**src/rtl/vowel_pkg.sv**
```systemverilog
// Shared letter codes, FSM state type and vowel classification helper for the
// vowel word counter.
package vowel_pkg;

    localparam int unsigned CODE_A = 1;
    localparam int unsigned CODE_B = 2;
    localparam int unsigned CODE_C = 3;
    localparam int unsigned CODE_D = 4;
    localparam int unsigned CODE_E = 5;
    localparam int unsigned CODE_F = 6;
    localparam int unsigned CODE_G = 7;
    localparam int unsigned CODE_H = 8;
    localparam int unsigned CODE_I = 9;
    localparam int unsigned CODE_J = 10;
    localparam int unsigned CODE_K = 11;
    localparam int unsigned CODE_L = 12;
    localparam int unsigned CODE_M = 13;
    localparam int unsigned CODE_N = 14;
    localparam int unsigned CODE_O = 15;
    localparam int unsigned CODE_P = 16;
    localparam int unsigned CODE_Q = 17;
    localparam int unsigned CODE_R = 18;
    localparam int unsigned CODE_S = 19;
    localparam int unsigned CODE_T = 20;
    localparam int unsigned CODE_U = 21;
    localparam int unsigned CODE_V = 22;
    localparam int unsigned CODE_W = 23;
    localparam int unsigned CODE_X = 24;
    localparam int unsigned CODE_Y = 25;
    localparam int unsigned CODE_Z = 26;

    // Word FSM: between words, accumulating a word, holding a finished result.
    typedef enum logic [1:0] {
        S_IDLE = 2'd0,
        S_WORD = 2'd1,
        S_EMIT = 2'd2
    } state_t;

    // True for A, E, I, O, U and optionally Y; every non-letter code is false.
    function automatic logic is_vowel(input logic [31:0] code, input logic y_is_vowel);
        logic v;
        v = (code == CODE_A) || (code == CODE_E) || (code == CODE_I) ||
            (code == CODE_O) || (code == CODE_U);
        if (y_is_vowel && (code == CODE_Y)) begin
            v = 1'b1;
        end
        return v;
    endfunction

endpackage

```
**src/rtl/vowel_classify.sv**
```systemverilog
// Combinational classifier: marks a letter code as letter/separator and vowel.
module vowel_classify
    import vowel_pkg::*;
#(
    parameter int LW         = 6,
    parameter bit Y_IS_VOWEL = 1'b0
) (
    input  logic [LW-1:0] code,
    output logic          is_vowel_o,
    output logic          is_letter_o
);

    logic [31:0] code_ext;

    // Codes 1..26 are letters; everything else (0 and 27 upward) is a separator.
    always_comb begin
        code_ext    = 32'(code);
        is_letter_o = (code_ext >= CODE_A) && (code_ext <= CODE_Z);
        is_vowel_o  = is_vowel(code_ext, Y_IS_VOWEL);
    end

endmodule

```
**src/rtl/vowel_word_counter.sv**
```systemverilog
// Streaming per-word letter/vowel counter with a valid/ready result port and a
// saturating running total of vowels.
module vowel_word_counter
    import vowel_pkg::*;
#(
    parameter int LW         = 6,
    parameter int CW         = 4,
    parameter int TW         = 16,
    parameter bit Y_IS_VOWEL = 1'b0
) (
    input  logic          clk,
    input  logic          reset,
    input  logic          in_valid,
    output logic          in_ready,
    input  logic [LW-1:0] in_code,
    output logic          vowel,
    output logic          word_valid,
    input  logic          word_ready,
    output logic [CW-1:0] word_letters,
    output logic [CW-1:0] word_vowels,
    output logic [TW-1:0] total_vowels
);

    state_t        state_q, state_d;
    logic [CW-1:0] letters_q, letters_d;
    logic [CW-1:0] vowels_q, vowels_d;
    logic [TW-1:0] total_q, total_d;
    logic          vowel_q, vowel_d;

    logic          code_is_vowel;
    logic          code_is_letter;
    logic          accept;

    vowel_classify #(
        .LW         (LW),
        .Y_IS_VOWEL (Y_IS_VOWEL)
    ) u_classify (
        .code        (in_code),
        .is_vowel_o  (code_is_vowel),
        .is_letter_o (code_is_letter)
    );

    // Handshake and result port are decoded straight from the state register.
    always_comb begin
        in_ready     = (state_q != S_EMIT);
        word_valid   = (state_q == S_EMIT);
        accept       = in_valid && in_ready;
        word_letters = letters_q;
        word_vowels  = vowels_q;
        total_vowels = total_q;
        vowel        = vowel_q;
    end

    // Next-state logic for the word FSM, per-word counters and running totals.
    always_comb begin
        state_d   = state_q;
        letters_d = letters_q;
        vowels_d  = vowels_q;
        total_d   = total_q;
        vowel_d   = vowel_q;

        if (accept) begin
            // Separators are never vowels, so this also clears the flag on them.
            vowel_d = code_is_vowel;
            if (code_is_vowel && (total_q != {TW{1'b1}})) begin
                total_d = total_q + TW'(1);
            end
        end

        case (state_q)
            S_IDLE: begin
                if (accept && code_is_letter) begin
                    state_d   = S_WORD;
                    letters_d = CW'(1);
                    vowels_d  = code_is_vowel ? CW'(1) : '0;
                end
            end
            S_WORD: begin
                if (accept) begin
                    if (code_is_letter) begin
                        if (letters_q != {CW{1'b1}}) begin
                            letters_d = letters_q + CW'(1);
                        end
                        if (code_is_vowel && (vowels_q != {CW{1'b1}})) begin
                            vowels_d = vowels_q + CW'(1);
                        end
                    end else begin
                        // Counts freeze here and are presented on word_* until taken.
                        state_d = S_EMIT;
                    end
                end
            end
            S_EMIT: begin
                if (word_ready) begin
                    state_d = S_IDLE;
                end
            end
            default: begin
                state_d = S_IDLE;
            end
        endcase
    end

    // State registers with synchronous reset discarding any partial or pending word.
    always_ff @(posedge clk) begin
        if (reset) begin
            state_q   <= S_IDLE;
            letters_q <= '0;
            vowels_q  <= '0;
            total_q   <= '0;
            vowel_q   <= 1'b0;
        end else begin
            state_q   <= state_d;
            letters_q <= letters_d;
            vowels_q  <= vowels_d;
            total_q   <= total_d;
            vowel_q   <= vowel_d;
        end
    end

endmodule

```
**config.mk**
```make
export PLATFORM = sky130hd
export DESIGN_NAME = vowel_word_counter
export DESIGN_NICKNAME = d
export VERILOG_FILES = /design/src/rtl/vowel_pkg.sv /design/src/rtl/vowel_classify.sv /design/src/rtl/vowel_word_counter.sv
export SDC_FILE = /design/constraint.sdc
export NUM_CORES = 1
export LEC_CHECK = 0
export ABC_AREA = 0
export ABC_CLOCK_PERIOD_IN_PS = 1800
export CAP_MARGIN = 20
export CELL_PAD_IN_SITES_DETAIL_PLACEMENT = 1
export CELL_PAD_IN_SITES_GLOBAL_PLACEMENT = 1
export CORE_MARGIN = 2
export CORE_UTILIZATION = 32
export DETAILED_ROUTE_END_ITERATION = 10
export PLACE_DENSITY_LB_ADDON = 0.3
export SYNTH_ARGS = -nofsm -noshare
export SYNTH_HDL_FRONTEND = slang
export SYNTH_HIERARCHICAL = 1
export SYNTH_SLANG_ARGS = --single-unit
```
**constraint.sdc**
```tcl
create_clock -name clk -period 1.8 [get_ports clk]
set_input_delay 0.18 -clock clk [delete_from_list [all_inputs] [get_ports clk]]
set_output_delay 0.18 -clock clk [all_outputs]
set_load 0.03 [all_outputs]
```
# After elaboration in Yosys (flattened, before gate mapping)
# Cells that the tools add are included.
[word_totals]
ff_bits = 27
in_bits = 10
output_inout_bits = 27
word_cells = 59
[op_classes]
n_addsub = 3
order_cmp = 2
n_eq_ne = 18
muxes = 16
reduce_logical = 15
[ops]
columns = ["op", "n"]
rows = [
  ["2-to-1 mux 4 bit", 8],
  ["adder 16 x 1 -> 16 bit, second input constant", 1],
  ["inequality test 16 bit, second input constant", 1],
  ["case mux 4 bit (2 select lines)", 2],
  ["inequality test 2 bit, second input constant", 7],
  ["equality test 6 x 4 -> 1 bit, second input constant", 2],
  ["AND reduction 5 bit", 2],
  ["adder 4 x 1 -> 4 bit, second input constant", 2],
  ["2-to-1 mux 2 bit", 4],
  ["inequality test 4 bit, second input constant", 2],
  ["equality test 6 x 1 -> 1 bit, second input constant", 1],
  ["equality test 6 x 3 -> 1 bit, second input constant", 1],
  ["equality test 6 x 5 -> 1 bit, second input constant", 1],
  ["greater-or-equal comparator 6 x 1 -> 1 bit, second input constant", 1],
  ["less-or-equal comparator 6 x 5 -> 1 bit, second input constant", 1],
  ["case mux 2 bit (3 select lines)", 1],
  ["logical AND 1 bit", 5],
  ["logical OR 1 bit", 4],
  ["AND reduction 4 bit", 1],
  ["equality test 2 x 1 -> 1 bit, second input constant", 1],
  ["equality test 2 bit, second input constant", 1],
  ["zero test 2 bit", 1],
  ["inequality test 2 x 1 -> 1 bit, second input constant", 1],
  ["AND reduction 2 bit", 1],
  ["other kinds (2)", 2],
]

# Depth between registers and ports, before layout
[depth]
depth_word = 10
depth_mapped = 7
mapped_depth_nobuf = 6

# By module
# Netlist, hierarchy kept.
[modules_own_cells]
columns = ["module", "n_inst", "cells_each", "area_each_um2", "seq_area_each_um2"]
rows = [
  ["vowel_word_counter", 1, 164, 1400.1, 540.5],
  ["vowel_classify", 1, 9, 65.1, 0.0],
]

# Worst setup path before layout
# OpenSTA, ideal clock, no wires.
[synth_timing]
kind = "reg2reg"
start = "reg total_q[0], in the netlist total_vowels[0]"
end = "reg total_q[7], in the netlist total_vowels[7]"
arrival_ns = 1.871
t_required_ns = 1.679
path_slack_ns = -0.191
stages_incl_launch_ff = 7
path_buffers = 1
period_less_slack_ns = 1.991
cell_sequence = "dfxtp_1 ha_1 nand4_1 nor4_2 buf_2 nor4_1 mux2_2"
[synth_between]
elab_chain_cells = 3
[synth_lines]
columns = ["item", "line", "rtl"]
rows = [
  ["from (decl)", "vowel_word_counter.sv:27", "logic [TW-1:0] total_q, total_d;"],
  ["from (signal assigned)", "vowel_word_counter.sv:116", "total_q <= total_d;"],
  ["branches (longest 3 deep; another with adder 16 x 1 -> 16 bit)", "--", ""],
]
# Parallel ways; which one is timed is not known.
# A chain may end at the register's enable or synchronous reset.

# Worst setup path after layout
[layout_timing]
start = "reg state_q[0]"
end = "reg total_q[8], in the netlist total_vowels[8]"
[layout_between]
elab_chain_cells = 3
[layout_lines]
columns = ["item", "line", "rtl"]
rows = [
  ["from (decl)", "vowel_word_counter.sv:24", "state_t state_q, state_d;"],
  ["from (signal assigned)", "vowel_word_counter.sv:113", "state_q <= state_d;"],
  ["inequality test 2 bit", "vowel_word_counter.sv:45", "in_ready = (state_q != S_EMIT);"],
  ["logical AND 1 bit", "vowel_word_counter.sv:47", "accept = in_valid && in_ready;"],
  ["AND reduction 2 bit (no line)", "--", ""],
]
# Every way passes these cells.

==> summary.txt <==
GRT
  – Largest net degree at the start of global routing: 24
  – Initial antenna violation count: 0
  – Vias in the first global route: 1701
  – Total grt overflow: 0
  – First-pass GRT wire length: 7940 um
  – GRT Resource Usage Total: 19.2%

Status
  – Failing checks: negative setup slack
  – Status: finished, violations left

Place
  – PortBufs: 36
  – Hpwl dp: 3460 um
  – Placed insts: 275
  – Routability congestion estimate from global placement: 0.778

Floorplan
  – IO Pins: 37
  – Standard-cell rows: 24
  – Die height: 71.7 um
  – Initial core utilization: 33.4%
  – DIE WIDTH: 71.7 um
  – Die area: 5140 um2
  – Core ar.: 4380 um2

Synthesis
  – Cell Area, Synth: 1470 um2
  – Synth Register Bits: 27
  – Synth Area per Inst: 8.47 um2
  – Synth cell types: 40
  – Post-synth EDFFs: 0
  – Synth Flop Type: dfxtp_1
  – Syn_nets: 186
  – Synthesis Warnings: 6
  – Seq/Total Area, Yosys: 36.9%
  – Gate count of the mapped netlist: 173
  – FFs w/ async S/R, synth: 0%

Detailed routing
  – Vias per std cell: 5.64
  – Remaining DRCs: 0
  – First-iteration detailed-routing DRC count: 66
  – Total Routed Length: 5630 um
  – Post-DRT Antenna Nets: 0
  – Routed WL per cell: 19.0 um
  – First-pass DRT Iterations: 5
  – Vias: 1670

Clocking
  – CTS root buf: clkbuf_8
  – Clk_lat worst skew: 280 ps
  – CTS clock-pin slew for the worst setup and hold paths: 100 ps
  – # hold bufs at CTS: 0
  – Sink Count: 27
  – CTS tree: done
  – Cts bufs inserted: 3
  – H-Tree Depth: 1
  – Clock Path Buffers: 2

STA
  – Fin crit period: 1840 ps
  – Skew final: 5.40 ps
  – Worst-margin pin slew: 481 ps
  – Unrepaired setup endpoints after global routing: yes
  – Worst Slack Setup Final: -36.8 ps
  – Final setup viols: 1
  – Final period utilization: 102%
  – Max Clk Rate: 0.544 GHz
  – Relative slew slack: 67.9%
  – Final Hold Vio Count: 0
  – Max Slew Vio Count: 0

Critical path
  – Crit Path Class: reg2reg
  – Worst Path Arrival: 2030 ps
  – Critical path data required time: 2000 ps
  – Nature of the critical path endpoint: flop
  – Crit Path Max Fanout: 6
  – Crit start category: flop

Finish
  – Ratio of cells with drive above 1 in the final layout: 34.0%
  – Nets@finish: 258
  – Commonest non-fill, non-tap cell in the layout: buf_4
  – Filler instances: 507
  – Final std cells w/o fill: 296
  – Most frequent cells in the layout: buf_4 (34), clkdlybuf4s50_1 (30), dfxtp_1 (19), a21oi_1 (11), nor2_1 (11)
  – Layout area overhead: 62.5%
  – Post-layout util: 54.3%
  – N_diodes: 0

Flow run
  – # Max-Cap Violations: 0

Power and ir drop
  – Final Total Pwr: 1.12 mW
  – VDD IR-drop max: 0.238 mV
  – Power Density: 472 nW/um2
  – Static leakage: 0.867 nW

Min path
  – Hold Crit Class: reg2reg
==> logic make-up (layout without fill, tap and decap cells) <==
| group | after synthesis | after routing | synth area share, % |
|---|---|---|---|
| DFF | 27 | 27 | 36.9 |
| buffers and inverters | 14 | 85 | 4.18 |
| xor gates and xnor gates | 2 | 2 | 1.20 |
| and+or+nand+nor | 73 | 73 | 30.2 |
| AOI/OAI and AO/OA | 48 | 48 | 20.4 |
| adders and majority gates | 3 | 3 | 2.56 |
| muxes | 6 | 6 | 4.53 |
==> critical path: stages (launching register included) <==
cell      delay, ps
dfxtp_2         350
nand2b_4        150
or3b_4          420
buf_12          150
buf_4           140
or3_1           360
a21oi_1         180
==> path summary, 6_finish.rpt <==
kind,startpoint,to,slack (ps),depth (start not counted)
min reg2reg,vowel$_SDFFE_PP0P_,vowel$_SDFFE_PP0P_,480,2
max reg2reg,state_q[0]$_SDFFE_PP0P_,total_vowels[8]$_SDFFE_PP0P_,-40,6
min,vowel$_SDFFE_PP0P_,vowel$_SDFFE_PP0P_,480,2
max,state_q[0]$_SDFFE_PP0P_,total_vowels[8]$_SDFFE_PP0P_,-40,6
==> cell usage after synthesis, types with 3 or more instances <==
cell type / instances / area, um2
or4_1: 10 / 75.1
and3_1: 3 / 18.8
mux2_1: 4 / 45.0
o21ai_0: 9 / 45.0
inv_1: 7 / 26.3
dfxtp_1: 27 / 541
o21bai_1: 3 / 22.5
nand3_1: 11 / 55.1
or3_1: 3 / 18.8
nor4_1: 4 / 25.0
nor2b_1: 6 / 37.5
a21oi_1: 18 / 90.1
nand4_1: 4 / 25.0
o31ai_1: 9 / 67.6
nor2_1: 11 / 41.3
ha_1: 3 / 37.5
nand2_1: 10 / 37.5
a211oi_1: 3 / 22.5
clkbuf_1: 4 / 15.0
==> state kept, by name, indices dropped and copies added (netlist names) <==
register / count
state_q: 2
total_vowels: 16
vowel: 1
word_letters: 4
word_vowels: 4
==> metal layers <==
layer | GRT usage [%] | vias up | part of all wire (%)
li1 | - | 799 | -
met1 | 22.1 | 825 | 41
met2 | 36.2 | 37 | 56
met3 | 2.67 | 9 | 1.7
met4 | 5.87 | 0 | 1.2
met5 | 0 | - | 0
==> report_power, final <==
part / switching (mW) / leakage [nW] / internal (mW) / total (mW)
combinational: 0.0797 / 0.623 / 0.0706 / 0.150
sequential: 0.00674 / 0.222 / 0.602 / 0.609
clock: 0.208 / 0.0217 / 0.157 / 0.366
==> metrics by stage <==
step / hold WS, ps / TNS [ps] / setup WS (ps) / cell area, um2
after floorplan: 398 / -256 / -61.3 / 1480
after CTS: 490 / 0 / 7.02 / 2210
after detailed placement: 474 / -11990 / -636 / 2040
after global routing: 510 / -334 / -105 / 2380
after global placement: 455 / -9740 / -528 / 2040
final: 477 / -36.8 / -36.8 / 2380
==> repair_timing <==
item	4_1_cts	5_1_grt
gates resized for setup	33	25
gates cloned	0	0
endpoints found under the setup margin	24	23
buffers inserted	6	11
pin swaps	13	14
==> area by class of cell <==
cell class	instances	area (um2)	share of cell area, %
clock buffer	3	41.3	1.73
timing repair buffer	74	656	27.5
tap	52	65.1	2.73
multi-input combinational	132	1030	43.4
sequential	27	553	23.2
clock inverter	1	7.51	0.315
inverter	7	26.3	1.10
No activity file was read; power rests on OpenSTA's default activity.
